### src/rtl/pc_fetch.sv
// pc_fetch: program counter / instruction fetch address generator.
// Ports: clk, rst_n (sync, active-low), stall, branch_flag, branch_target,
//   exc_flag in; pc (ROM address), ce (ROM chip enable), addr_err out.
module pc_fetch #(
  parameter int unsigned           ADDR_W     = 32,
  parameter logic [ADDR_W-1:0]     RESET_PC   = ADDR_W'(32'h0000_0000),
  parameter logic [ADDR_W-1:0]     EXC_VECTOR = ADDR_W'(32'h0000_0020)
) (
  input  logic              clk,
  input  logic              rst_n,
  input  logic              stall,
  input  logic              branch_flag,
  input  logic [ADDR_W-1:0] branch_target,
  input  logic              exc_flag,
  output logic [ADDR_W-1:0] pc,
  output logic              ce,
  output logic              addr_err
);

  typedef enum logic {
    ST_IDLE = 1'b0,
    ST_RUN  = 1'b1
  } state_e;

  state_e            state_q, state_d;
  logic [ADDR_W-1:0] pc_q, pc_d;
  logic              err_q, err_d;
  logic              pend_v_q, pend_v_d;
  logic              pend_exc_q, pend_exc_d;
  logic [ADDR_W-1:0] pend_tgt_q, pend_tgt_d;

  logic [ADDR_W-1:0] tgt_al;
  logic [ADDR_W-1:0] pc_inc;
  logic              misaligned;

  assign tgt_al     = {branch_target[ADDR_W-1:2], 2'b00};
  assign pc_inc     = pc_q + ADDR_W'(4);
  assign misaligned = |branch_target[1:0];

  always_comb begin
    state_d    = state_q;
    pc_d       = pc_q;
    err_d      = 1'b0;
    pend_v_d   = pend_v_q;
    pend_exc_d = pend_exc_q;
    pend_tgt_d = pend_tgt_q;
    unique case (state_q)
      // First edge out of reset only raises ce; pc stays at RESET_PC.
      ST_IDLE: begin
        state_d = ST_RUN;
      end
      ST_RUN: begin
        err_d = branch_flag & misaligned;
        if (stall) begin
          // Exceptions always claim the pending slot; a branch may
          // replace an older branch but never a pending exception.
          if (exc_flag) begin
            pend_v_d   = 1'b1;
            pend_exc_d = 1'b1;
            pend_tgt_d = EXC_VECTOR;
          end else if (branch_flag && !(pend_v_q && pend_exc_q)) begin
            pend_v_d   = 1'b1;
            pend_exc_d = 1'b0;
            pend_tgt_d = tgt_al;
          end
        end else begin
          pend_v_d   = 1'b0;
          pend_exc_d = 1'b0;
          if (exc_flag) begin
            pc_d = EXC_VECTOR;
          end else if (branch_flag) begin
            pc_d = tgt_al;
          end else if (pend_v_q) begin
            pc_d = pend_tgt_q;
          end else begin
            pc_d = pc_inc;
          end
        end
      end
      default: begin
        state_d = ST_IDLE;
      end
    endcase
  end

  always_ff @(posedge clk) begin
    if (!rst_n) begin
      state_q    <= ST_IDLE;
      pc_q       <= RESET_PC;
      err_q      <= 1'b0;
      pend_v_q   <= 1'b0;
      pend_exc_q <= 1'b0;
      pend_tgt_q <= RESET_PC;
    end else begin
      state_q    <= state_d;
      pc_q       <= pc_d;
      err_q      <= err_d;
      pend_v_q   <= pend_v_d;
      pend_exc_q <= pend_exc_d;
      pend_tgt_q <= pend_tgt_d;
    end
  end

  assign pc       = pc_q;
  assign ce       = (state_q == ST_RUN);
  assign addr_err = err_q;

endmodule
### config.mk
export PLATFORM = sky130hd
export DESIGN_NAME = pc_fetch
export DESIGN_NICKNAME = d
export VERILOG_FILES = /design/src/rtl/pc_fetch.sv
export SDC_FILE = /design/constraint.sdc
export NUM_CORES = 1
export LEC_CHECK = 0
export CAP_MARGIN = 20
export CORE_UTILIZATION = 45
export DETAILED_ROUTE_END_ITERATION = 8
export GPL_TIMING_DRIVEN = 0
export PLACE_DENSITY_LB_ADDON = 0.08
export SYNTH_ARGS = -nofsm -noshare
export SYNTH_HDL_FRONTEND = slang
export SYNTH_SLANG_ARGS = --single-unit
### constraint.sdc
create_clock -name clk -period 3.5 [get_ports clk]
set_input_delay 0.875 -clock clk [delete_from_list [all_inputs] [get_ports clk]]
set_output_delay 0.875 -clock clk [all_outputs]
set_load 0.1 [all_outputs]
Yosys cells after proc, flatten, opt, wreduce, memory -nomap -nowiden:

Cells that the tools add are included.

* input port bits: 37
* word-level logic and storage cells: 31
* register bits after elaboration: 68

* mux-type cells: 12
* add/sub/neg operators: 1
* bitwise operators: 2
* eq/ne operators: 1
* reductions and logical operators: 9

Operator list (number)
* two-way mux 32 bit: 5
* adder 32 x 3 -> 32 bit, second input constant: 1
* two-way mux 1 bit: 7
* AND reduction 2 bit: 3
* inequality test 3 x 1 -> 1 bit, second input constant: 1
* AND reduction 3 bit: 1
* logical AND 1 bit: 2
* nonzero test 2 bit: 1
* OR reduction 2 bit: 1
* bitwise AND 1 bit: 1
* logical NOT 1 bit: 1
* inverter 1 bit: 1

Depth between registers and ports, before layout:

* word-level depth: 6
* gate-level depth with buffers: 7
* mapped depth without buffers: 6

Worst setup path after synthesis:

Ideal clock, no wire load.

* kind: register to register
* start: reg pc_q[2], in the netlist pc[2]
* end: reg pc_q[30], in the netlist pc[30]
* data arrival time: 2649 ps
* required time: 3380 ps
* setup slack: 731 ps
* stages on the path, launching flop included: 8
* library setup time: 120 ps
* cells stage by stage: dfxtp_1 > ha_1 > nand4_2 > or2_2 > clkbuf_1 > nor4_1 > o21ai_0 > a211o_1

* word-level cells in the longest chain between the ends: 4

RTL lines
* start: declaration: RTL line 26 `logic [ADDR_W-1:0] pc_q, pc_d;`
* start signal: assignment: RTL line 96 `pc_q <= pc_d;`
* adder 32 x 3 -> 32 bit: RTL line 37 `assign pc_inc = pc_q + ADDR_W'(4);`
* two-way mux 32 bit: RTL line 73 `end else if (pend_v_q) begin`
* two-way mux 32 bit: RTL line 71 `end else if (branch_flag) begin`
* two-way mux 32 bit: RTL line 69 `if (exc_flag) begin`

Every way passes these cells.
A chain may end at the register's enable or synchronous reset.

Final worst setup path:

* start: in branch_flag
* end: reg pc_q[4], in the netlist pc[4]

* word-level cells in the longest chain between the ends: 2

RTL lines
* start: declaration: RTL line 12 `input logic branch_flag,`
* two-way mux 32 bit: RTL line 71
* two-way mux 32 bit: RTL line 69

Every way passes these cells.

==> summary.txt <==
Status
  – Outcome: finished, final reports clean

Drt
  – Routed len/inst: 19.1 um
  – Via count: 3981
  – Drt drc: 0
  – Via-to-Cell Ratio: just over 6
  – DRT antenna net count: 0
  – DR pass1 iterations: 5
  – Iteration-0 DRC Markers: around 310
  – Final Routed Wirelength: ~12 mm

Layout
  – Commonest non-fill, non-tap cells in the layout: clkdlybuf4s50_1 (67), dfxtp_1 (64), a21oi_1 (47)
  – Share of layout cells above drive strength 1: 0.0536
  – Fin area: roughly 4700 um^2
  – Layout area overhead: 26.9%
  – Post-layout nets: around 570
  – Fillers: ~750
  – Most common cell after layout, fill and taps aside: clkdlybuf4s50_1
  – Diodes inserted: 0

Floorplan
  – Die area: approximately 8500 um^2
  – Rows: 32
  – Boundary Pins: about 70
  – Die H: 92.2 um
  – Chip width: 92.2 um
  – Core Region: 7810 um^2
  – Initial Util: 0.469

Clocking
  – Setup Fix Bufs, Post-CTS: 0
  – Clock H-tree levels: 3
  – Clock Sinks: 64
  – CTS Hold Buffers Added: 0
  – CTS clk-pin slew, worst paths: ~80 ps
  – Clk_lat worst skew: roughly 350 ps
  – Root Driver: clkbuf_8
  – TritonCTS Buffers: 9
  – Clock tree buffer depth: 2
  – CTS tree: built
  – Post_cts resized: 0

Global routing
  – Initial antenna violation count: 0
  – First-pass GRT wire length: about 20 mm
  – Vias in the first global route: around 3.8k
  – Grt total ovfl: 0
  – All-Layer GR Usage: 0.303
  – Largest net degree at the start of global routing: 11

Hold path
  – HP Class: reg -> reg

STA
  – Fin. max-slew vios: 0
  – Final Cycle Share: 0.891
  – Setup TNS: 0 ps
  – Setup Skew: around 7.6 ps
  – Fmax: ~0.32 GHz
  – Final setup viols: 0
  – Final Hold Fails: 0
  – RSZ-0062 raised after global routing: false
  – Min cycle time layout: slightly above 3000 ps
  – Slew HR: 0.347
  – Slew @ Worst Pin: a little under 1000 ps

Yosys
  – Post-synthesis register bit count: between 60 and 70
  – Number of synthesized flops with an enable pin: 0
  – Synthesis warning total: 0
  – Post-synth top flop: dfxtp_1
  – Syn avg cell area: about 8.0 um^2
  – Post-synthesis sequential area ratio: 0.350
  – Unique masters post-synth: 61
  – Ys async rst share: 0
  – Synthesized area: 3660 um^2
  – Mapped Cells: about 460

Worst setup path
  – Crit Path Category: in -> reg
  – Crit path max fanout: 10
  – Crit path launch type: input port
  – CP arrival: between 3000 and 4000 ps
  – Worst setup EP type: register
  – Required time of the worst setup path: roughly 3700 ps

Pwr
  – Sw Share: 0.315
  – Leak: 1.59 nW
  – Internal power: around 1.2 mW
  – Switch Pwr: around 0.54 mW
  – Flop pwr share: 0.449
  – VDD IR max: roughly 190 uV
  – Cell Pwr Density: 369 nW/um^2
  – Clock share of power: 0.356
  – Logic pwr share: 0.195

Placement
  – Routability cong.: a little over 0.9
  – Post-DP HPWL: 8.43 mm
  – Port Buffers: between 60 and 70
  – DP Area: roughly 4500 um^2

Run
  – Max-cap viol count: 0
cells in the mapped netlist (5+ instances only):
cell | count | area (um^2)
nand4_1 | 7 | 43.8
o31ai_1 | 8 | 60.1
nand3_1 | 13 | 65.1
a32oi_1 | 6 | 52.6
nor3b_1 | 29 | 218
dfxtp_1 | 64 | 1280
and4_1 | 6 | 52.6
nor2_1 | 26 | 97.6
a22o_1 | 5 | 43.8
a21oi_1 | 47 | 235
inv_1 | 11 | 41.3
nor2b_1 | 30 | 188
nand2b_1 | 8 | 50.1
xnor2_1 | 5 | 43.8
mux2i_1 | 6 | 60.1
o21a_1 | 6 | 45.0
nand2_1 | 40 | 150
o21ai_0 | 36 | 180
clkbuf_1 | 27 | 101
buf_1 | 6 | 22.5
final cells by class:
type	count	area, um^2	share of cell area
multi-input combinational	347	2200	0.473
sequential	64	1280	0.275
timing repair buffer	67	671	0.144
clock buffer	13	169	0.0363
buffer	36	144	0.0309
tap	102	128	0.0274
inverter	11	41.3	0.00888
clock inverter	3	15.0	0.00323
cell families after synthesis:
kind of cell               share of synthesized area
adders and majority gates                    0.00341
DFF                                            0.350
and+or+nand+nor                                0.306
other                                        0.00102
buffers and inverters                         0.0505
AOI/OAI and AO/OA                              0.259
muxes                                         0.0164
xor gates and xnor gates                      0.0143
final timing paths:
path,start,endpoint,slack [ps],cells past startpoint
worst min register to register,pend_exc_q,pend_exc_q,500,2
worst max-delay path,branch_flag,pc[4],380,6
worst max register to register,ce,pc[6],1080,7
worst min-delay path,pend_exc_q,pend_exc_q,500,2
routing by layer:
layer	global-route usage	wire length, um
met2	0.484	5650
met4	0.132	263
met5	0	0
met3	0.0539	997
met1	0.399	5380
flip-flops by register name, summed over array words and instances (netlist names):
signal and cells:
pc 30, pend_exc_q 1, pend_tgt_q 30, addr_err 1, pend_v_q 1, ce 1
metrics by stage:
stage | hold slack [ps] | util | power [mW] | instances | setup WS, ps
floorplan | 451 | - | 0.993 | 458 | 731
global placement | 467 | 0.572 | 1.11 | 627 | 145
detailed placement | 476 | 0.572 | 1.12 | 627 | 105
CTS | 487 | 0.596 | 1.71 | 643 | 483
global route | 521 | 0.596 | 1.77 | 643 | 273
finish | 497 | 0.596 | 1.72 | 643 | 381
power groups by stage:
| stage | clock network (mW) | logic, mW | registers [mW] |
|---|---|---|---|
| 2_1_floorplan | 0 | 0.139 | 0.854 |
| 3_3_place_gp | 0 | 0.325 | 0.786 |
| 3_5_place_dp | 0 | 0.329 | 0.787 |
| 4_1_cts | 0.610 | 0.330 | 0.770 |
| 5_1_grt | 0.641 | 0.353 | 0.774 |
| 6_report | 0.610 | 0.334 | 0.771 |
worst max-delay path, stage by stage:
cell	delay (ps)
clkdlybuf4s50_1	620
clkbuf_1	420
buf_1	510
clkbuf_1	490
o21ai_0	200
a22o_1	220
Power figures use the tool's default switching activity.
